<file path="config.mk">
export PLATFORM = sky130hd
export DESIGN_NAME = bin_ascii_streamer
export DESIGN_NICKNAME = d
export VERILOG_FILES = /design/src/rtl/bin_ascii_streamer.sv
export SDC_FILE = /design/constraint.sdc
export NUM_CORES = 1
export LEC_CHECK = 0
export ABC_AREA = 1
export CAP_MARGIN = 20
export CORE_MARGIN = 4
export CORE_UTILIZATION = 50
export CTS_BUF_LIST = sky130_fd_sc_hd__clkbuf_8
export DETAILED_ROUTE_END_ITERATION = 6
export GPL_TIMING_DRIVEN = 1
export PLACE_DENSITY = 0.78
export SYNTH_ARGS = -nofsm -noshare
export SYNTH_HDL_FRONTEND = slang
export SYNTH_SLANG_ARGS = --single-unit
</file>
<file path="constraint.sdc">
create_clock -name clk -period 1.26 [get_ports clk]
set_clock_uncertainty 0.05 [all_clocks]
set_input_delay 0.126 -clock clk [delete_from_list [all_inputs] [get_ports clk]]
set_output_delay 0.126 -clock clk [all_outputs]
set_load 0.005 [all_outputs]
</file>
<file path="src/rtl/bin_ascii_streamer.sv">
// Binary-to-ASCII text serializer: takes one WIDTH-bit word per handshake and
// streams it MSB first as binary or uppercase hex, with optional "0b"/"0x" prefix and CR LF.
module bin_ascii_streamer #(
    parameter int WIDTH     = 32,
    parameter int PREFIX_EN = 1,
    parameter int EOL_EN    = 1
) (
    input  logic             clk,
    input  logic             rst,
    input  logic             in_valid,
    output logic             in_ready,
    input  logic [WIDTH-1:0] in_data,
    input  logic             in_mode,
    output logic             out_valid,
    input  logic             out_ready,
    output logic [7:0]       out_char,
    output logic             out_last,
    output logic             busy
);

    localparam int CW = $clog2(WIDTH + 1);
    localparam logic [CW-1:0] BIN_LAST = CW'(WIDTH - 1);
    localparam logic [CW-1:0] HEX_LAST = CW'(WIDTH / 4 - 1);

    typedef enum logic [2:0] {
        S_IDLE,
        S_PFX0,
        S_PFX1,
        S_DIGITS,
        S_CR,
        S_LF
    } state_t;

    state_t           state;
    state_t           state_next;
    logic [WIDTH-1:0] data_q;
    logic             mode_q;
    logic [CW-1:0]    cnt_q;
    logic             accept;
    logic             advance;
    logic             load_cnt;
    logic             digit_mode;
    logic [3:0]       nibble;

    function automatic logic [7:0] hex_char(input logic [3:0] n);
        return (n < 4'd10) ? 8'h30 + {4'h0, n} : 8'h37 + {4'h0, n};
    endfunction

    assign busy       = (state != S_IDLE);
    assign out_valid  = busy;
    assign in_ready   = (state == S_IDLE) && !rst;
    assign accept     = in_valid && in_ready;
    assign advance    = out_valid && out_ready;
    assign nibble     = data_q[WIDTH-1 -: 4];
    assign load_cnt   = (state != S_DIGITS) && (state_next == S_DIGITS);
    // Without a prefix the counter loads on the accept edge, before mode_q is valid.
    assign digit_mode = (state == S_IDLE) ? in_mode : mode_q;

    // NOTE: sequential state uses non-blocking assignments so every register
    // samples pre-edge values regardless of block ordering.
    always_ff @(posedge clk) begin
        if (rst) state <= S_IDLE;
        else     state <= state_next;
    end

    // NOTE: every output of this block gets a default first, so no path can
    // leave a variable unassigned and infer a latch.
    always_comb begin
        state_next = state;
        out_char   = 8'h00;
        out_last   = 1'b0;
        unique case (state)
            S_IDLE: begin
                if (accept) state_next = (PREFIX_EN != 0) ? S_PFX0 : S_DIGITS;
            end
            S_PFX0: begin
                out_char = 8'h30;
                if (out_ready) state_next = S_PFX1;
            end
            S_PFX1: begin
                out_char = mode_q ? 8'h78 : 8'h62;
                if (out_ready) state_next = S_DIGITS;
            end
            S_DIGITS: begin
                out_char = mode_q ? hex_char(nibble) : {7'b0011000, data_q[WIDTH-1]};
                out_last = (EOL_EN == 0) && (cnt_q == '0);
                if (out_ready && cnt_q == '0) state_next = (EOL_EN != 0) ? S_CR : S_IDLE;
            end
            S_CR: begin
                out_char = 8'h0D;
                if (out_ready) state_next = S_LF;
            end
            S_LF: begin
                out_char = 8'h0A;
                out_last = 1'b1;
                if (out_ready) state_next = S_IDLE;
            end
            default: state_next = S_IDLE;
        endcase
    end

    // NOTE: the word register is cleared on reset so an aborted frame leaves
    // no stale data behind; it is a handful of flops, not a memory array.
    always_ff @(posedge clk) begin
        if (rst) begin
            data_q <= '0;
            mode_q <= 1'b0;
            cnt_q  <= '0;
        end else begin
            if (accept) begin
                data_q <= in_data;
                mode_q <= in_mode;
            end else if (state == S_DIGITS && advance) begin
                data_q <= mode_q ? (data_q << 4) : (data_q << 1);
            end

            if (load_cnt)
                cnt_q <= digit_mode ? HEX_LAST : BIN_LAST;
            else if (state == S_DIGITS && advance)
                cnt_q <= cnt_q - 1'b1;
        end
    end

endmodule
</file>
==> flow_results.org <==
** Synth
- Largest cells by area after synthesis :: dfxtp_1 (28%), nand2_1 (23%), nand3_1 (13%), inv_1 (11%), o21ai_0 (5.3%)
- FFs w/ async S/R, synth :: 0%
- Post-synth cell types :: 28
- Count of flip-flops with a built-in enable after synthesis :: 0
- Area share of the largest cell type after synthesis :: about 28%
- The most used flip-flop cell after synthesis is dfxtp_1.
- Cell count after synthesis :: 538
- Cell area after synthesis :: 3040 µm²
- Mean area per synthesized cell :: 5.66 µm²
- Synthesis warning total :: 0
- Count of state elements after synthesis :: 42
- Seq/Total Area, Yosys :: around 28%
- Summed over all instances, the cell type with the most area after synthesis is dfxtp_1.
- The number of nets handed over by synthesis was just under 600.

** CTS
- The number of clock buffers added by TritonCTS is 5.
- The clock drives 42 sinks.
- Deepest level of the CTS H-tree :: 2
- After clock tree synthesis, the clock-pin slew on the worst setup and hold paths is 0.09 ns.
- For the worst-skew pair, the clock arrives at the later sink with an insertion delay of between 0.3 and 0.4 ns.
- TritonCTS built the clock tree.
- Buffer type at the clock tree root :: clkbuf_8
- The clock passes through at most 2 buffers.

** Global route
- Global routing usage summed across all routing layers :: roughly a quarter
- Global routing finished with a remaining overflow of 0.
- The initial antenna violation count is 0.
- Via count of the first global-routing pass :: about 3300
- The first global-routing pass estimated ~15000 µm of wire.
- Entering global routing, the biggest net connects 34 pins.

** Drt
- For this block, wires on met1 add up to between 4000 and 5000 µm.
- After detailed routing, the average wire length per cell comes to about 16 µm.
- Met3 wirelength from detailed routing :: 1150 µm
- Starting DRC count in detailed routing :: between 300 and 400
- In this run the top signal layer used is met4.
- Total length of routed wires :: 11300 µm
- Met2 layer wire length in the routed design :: around 5400 µm
- The routed layout has 3867 vias.
- For this run, design rule violations remaining after detail routing come to 6.
- TritonRoute pass-1 iters :: 7
- After detailed routing, the number of vias per cell comes to about 5.5.
- Post-route antenna net violation count :: 0

** Worst setup path
- STA puts the critical path data arrival time at roughly 1.9 ns.
- Type of origin of the critical path :: register
- The critical path in this run is classified as reg2reg.
- STA puts the critical path data required time at around 1.4 ns.
- The worst register-to-register path has a setup slack of -0.44 ns.
- Max Fanout on Critical Path :: 7
- Critical path capture point type :: register

** Job
- Max cap viols :: 0

** Die
- Die extent in x :: around 86 µm
- Measured along the y axis, the die boundary spans roughly 86 µm.
- The die covers around 7400 µm².
- Number of standard-cell rows in the floorplan :: 28
- Core region area :: 5920 µm²
- Starting utilization of the core area :: 51.4%
- Pin placement for this block handled approximately 50 I/O pins.

** Status
- Violations in the final reports :: design-rule violations, negative setup slack
- Run status :: finished, violations left

** Timing
- The number of endpoints with negative hold slack in the final report came to 0.
- Derived from the worst setup path, the maximum achievable clock frequency is between 500 and 600 MHz.
- Setup repair after global routing could not meet its margin everywhere.
- Share of the clock period used by the worst path after layout :: 135%
- Post-route setup slack :: -0.436 ns
- Setup violations remaining at the end of the flow were counted as 52.
- The count of pins over their slew limit is 0.
- Crit path time final :: 1.70 ns
- Worst Hold Margin :: roughly 0.33 ns

** Power and ir drop
- The design draws approximately 4.2 mW.
- Static Leak :: around 2.4 nW
- Across the VDD grid, the largest voltage drop is 0.576 mV.
- Pwr/cell area :: around 910 nW/µm²

** Finish
- Cell area after layout :: around 4700 µm²
- Sequential cell area :: between 800 and 900 µm²
- In the final layout, the multi-input gates occupy about 1900 µm².
- Cells with a size suffix above 1 make up 27.7% of the layout.
- For this run, the post-layout net count is 671.
- Area Overhead vs Synth :: 52.8%
- Filler cell count :: roughly 380
- For this run, the share of the core covered by cells in the final layout is roughly four fifths.
- Number of diodes added for antenna fixing :: 0

** Placed design
- In this run the cell area measured after placement is 3830 µm².
- PortBufs :: 47
- The wire-length estimate of the detail-placed layout is ~5700 µm.
- Routability-driven placement finished with a final weighted congestion of 0.840.

** Worst hold path
- HP Class :: in2reg
[synth_stat cells (3+ instances only)]
cell / n
a21oi_1: 8
clkinv_1: 20
xor2_1: 3
ha_1: 3
inv_1: 92
nand4_1: 3
o21ai_1: 4
nand2_1: 185
o21ai_0: 32
buf_4: 7
dfxtp_1: 42
nor2_1: 22
clkbuf_1: 5
buf_1: 4
buf_2: 9
nand3_1: 79
buf_6: 5
[layout make-up]
type	count	area share, %
Multi-Input combinational cell	351	41.3
Timing Repair Buffer	116	26.0
Sequential cell	42	18.4
Inverter	115	9.90
Tap cell	75	2.02
Clock buffer	5	1.48
Clock inverter	3	0.888
[layout by cell type, fill, tap and decap left out, drive strengths merged, types with 4 or more instances in the layout]
cell | synthesis | layout
nand2 | 188 | 188
inv | 95 | 97
nand3 | 79 | 79
buf | 25 | 76
dfxtp | 42 | 42
clkdlybuf4s50 | 0 | 36
o21ai | 36 | 36
nor2 | 24 | 24
clkinv | 20 | 19
clkbuf | 5 | 8
a21oi | 8 | 8
nand4 | 4 | 4
[stage by stage]
| step | setup slack [ns] | TNS (ns) | std cells |
|---|---|---|---|
| floorplan | -0.0313 | -0.806 | 538 |
| detailed placement | -0.462 | -14.72 | 678 |
| CTS | -0.384 | -13.75 | 696 |
| global route | -0.539 | -20.31 | 707 |
| finish | -0.436 | -16.45 | 707 |
| global placement | -0.488 | -13.73 | 678 |
[state kept, by name, indices dropped and copies added (netlist names)]
register	cells
cnt_q	6
data_q	32
mode_q	1
state	3
[where the power goes]
| part | switching [mW] | internal (mW) | total, mW |
|---|---|---|---|
| Clock | 0.531 | 0.585 | 1.12 |
| Sequential | 0.0826 | 1.44 | 1.52 |
| Combinational | 0.865 | 0.746 | 1.61 |
[metal layers]
metal  up-vias  track usage, %
li1       1806               -
met1      1719            30.8
met2       261            42.8
met3        81            4.42
met4         0            9.21
met5         -               0
[critical path, stage by stage (launching register included)]
cell	delay, ns
dfxtp_2	0.35
buf_6	0.12
nor2_4	0.04
buf_6	0.11
buf_6	0.11
nand4_4	0.09
buf_12	0.19
inv_16	0.06
buf_12	0.13
nand2_1	0.09
nand3_1	0.12
nand2_1	0.09
inv_1	0.04
[final timing paths]
| check | from | end | depth (start not counted) |
|---|---|---|---|
| hold reg to reg | cnt_q[5] | cnt_q[5] | 2 |
| setup reg to reg | state[0] | data_q[5] | 12 |
| hold / removal | in_data[0] | data_q[0] | 3 |
| setup / recovery | state[0] | data_q[5] | 12 |
[kinds of logic after synthesis]
family | after synthesis | synth area share [%]
DFF | 42 | 27.6
xor gates and xnor gates | 3 | 0.864
adders and majority gates | 3 | 1.23
other | 1 | 0.123
and+or+nand+nor | 299 | 42.2
buffers and inverters | 145 | 20.4
AOI/OAI and AO/OA | 45 | 7.48
[repair_timing]
action / in CTS / in global routing
hold buffers: 0 / 0
hold endpoints to repair: 0 / 0
setup endpoints to repair: 51 / 53
cloned: 4 / 4
buffers inserted: 7 / 7
resized for setup: 107 / 69
pin swaps: 11 / 22
No activity file was read; power rests on OpenSTA's default activity.
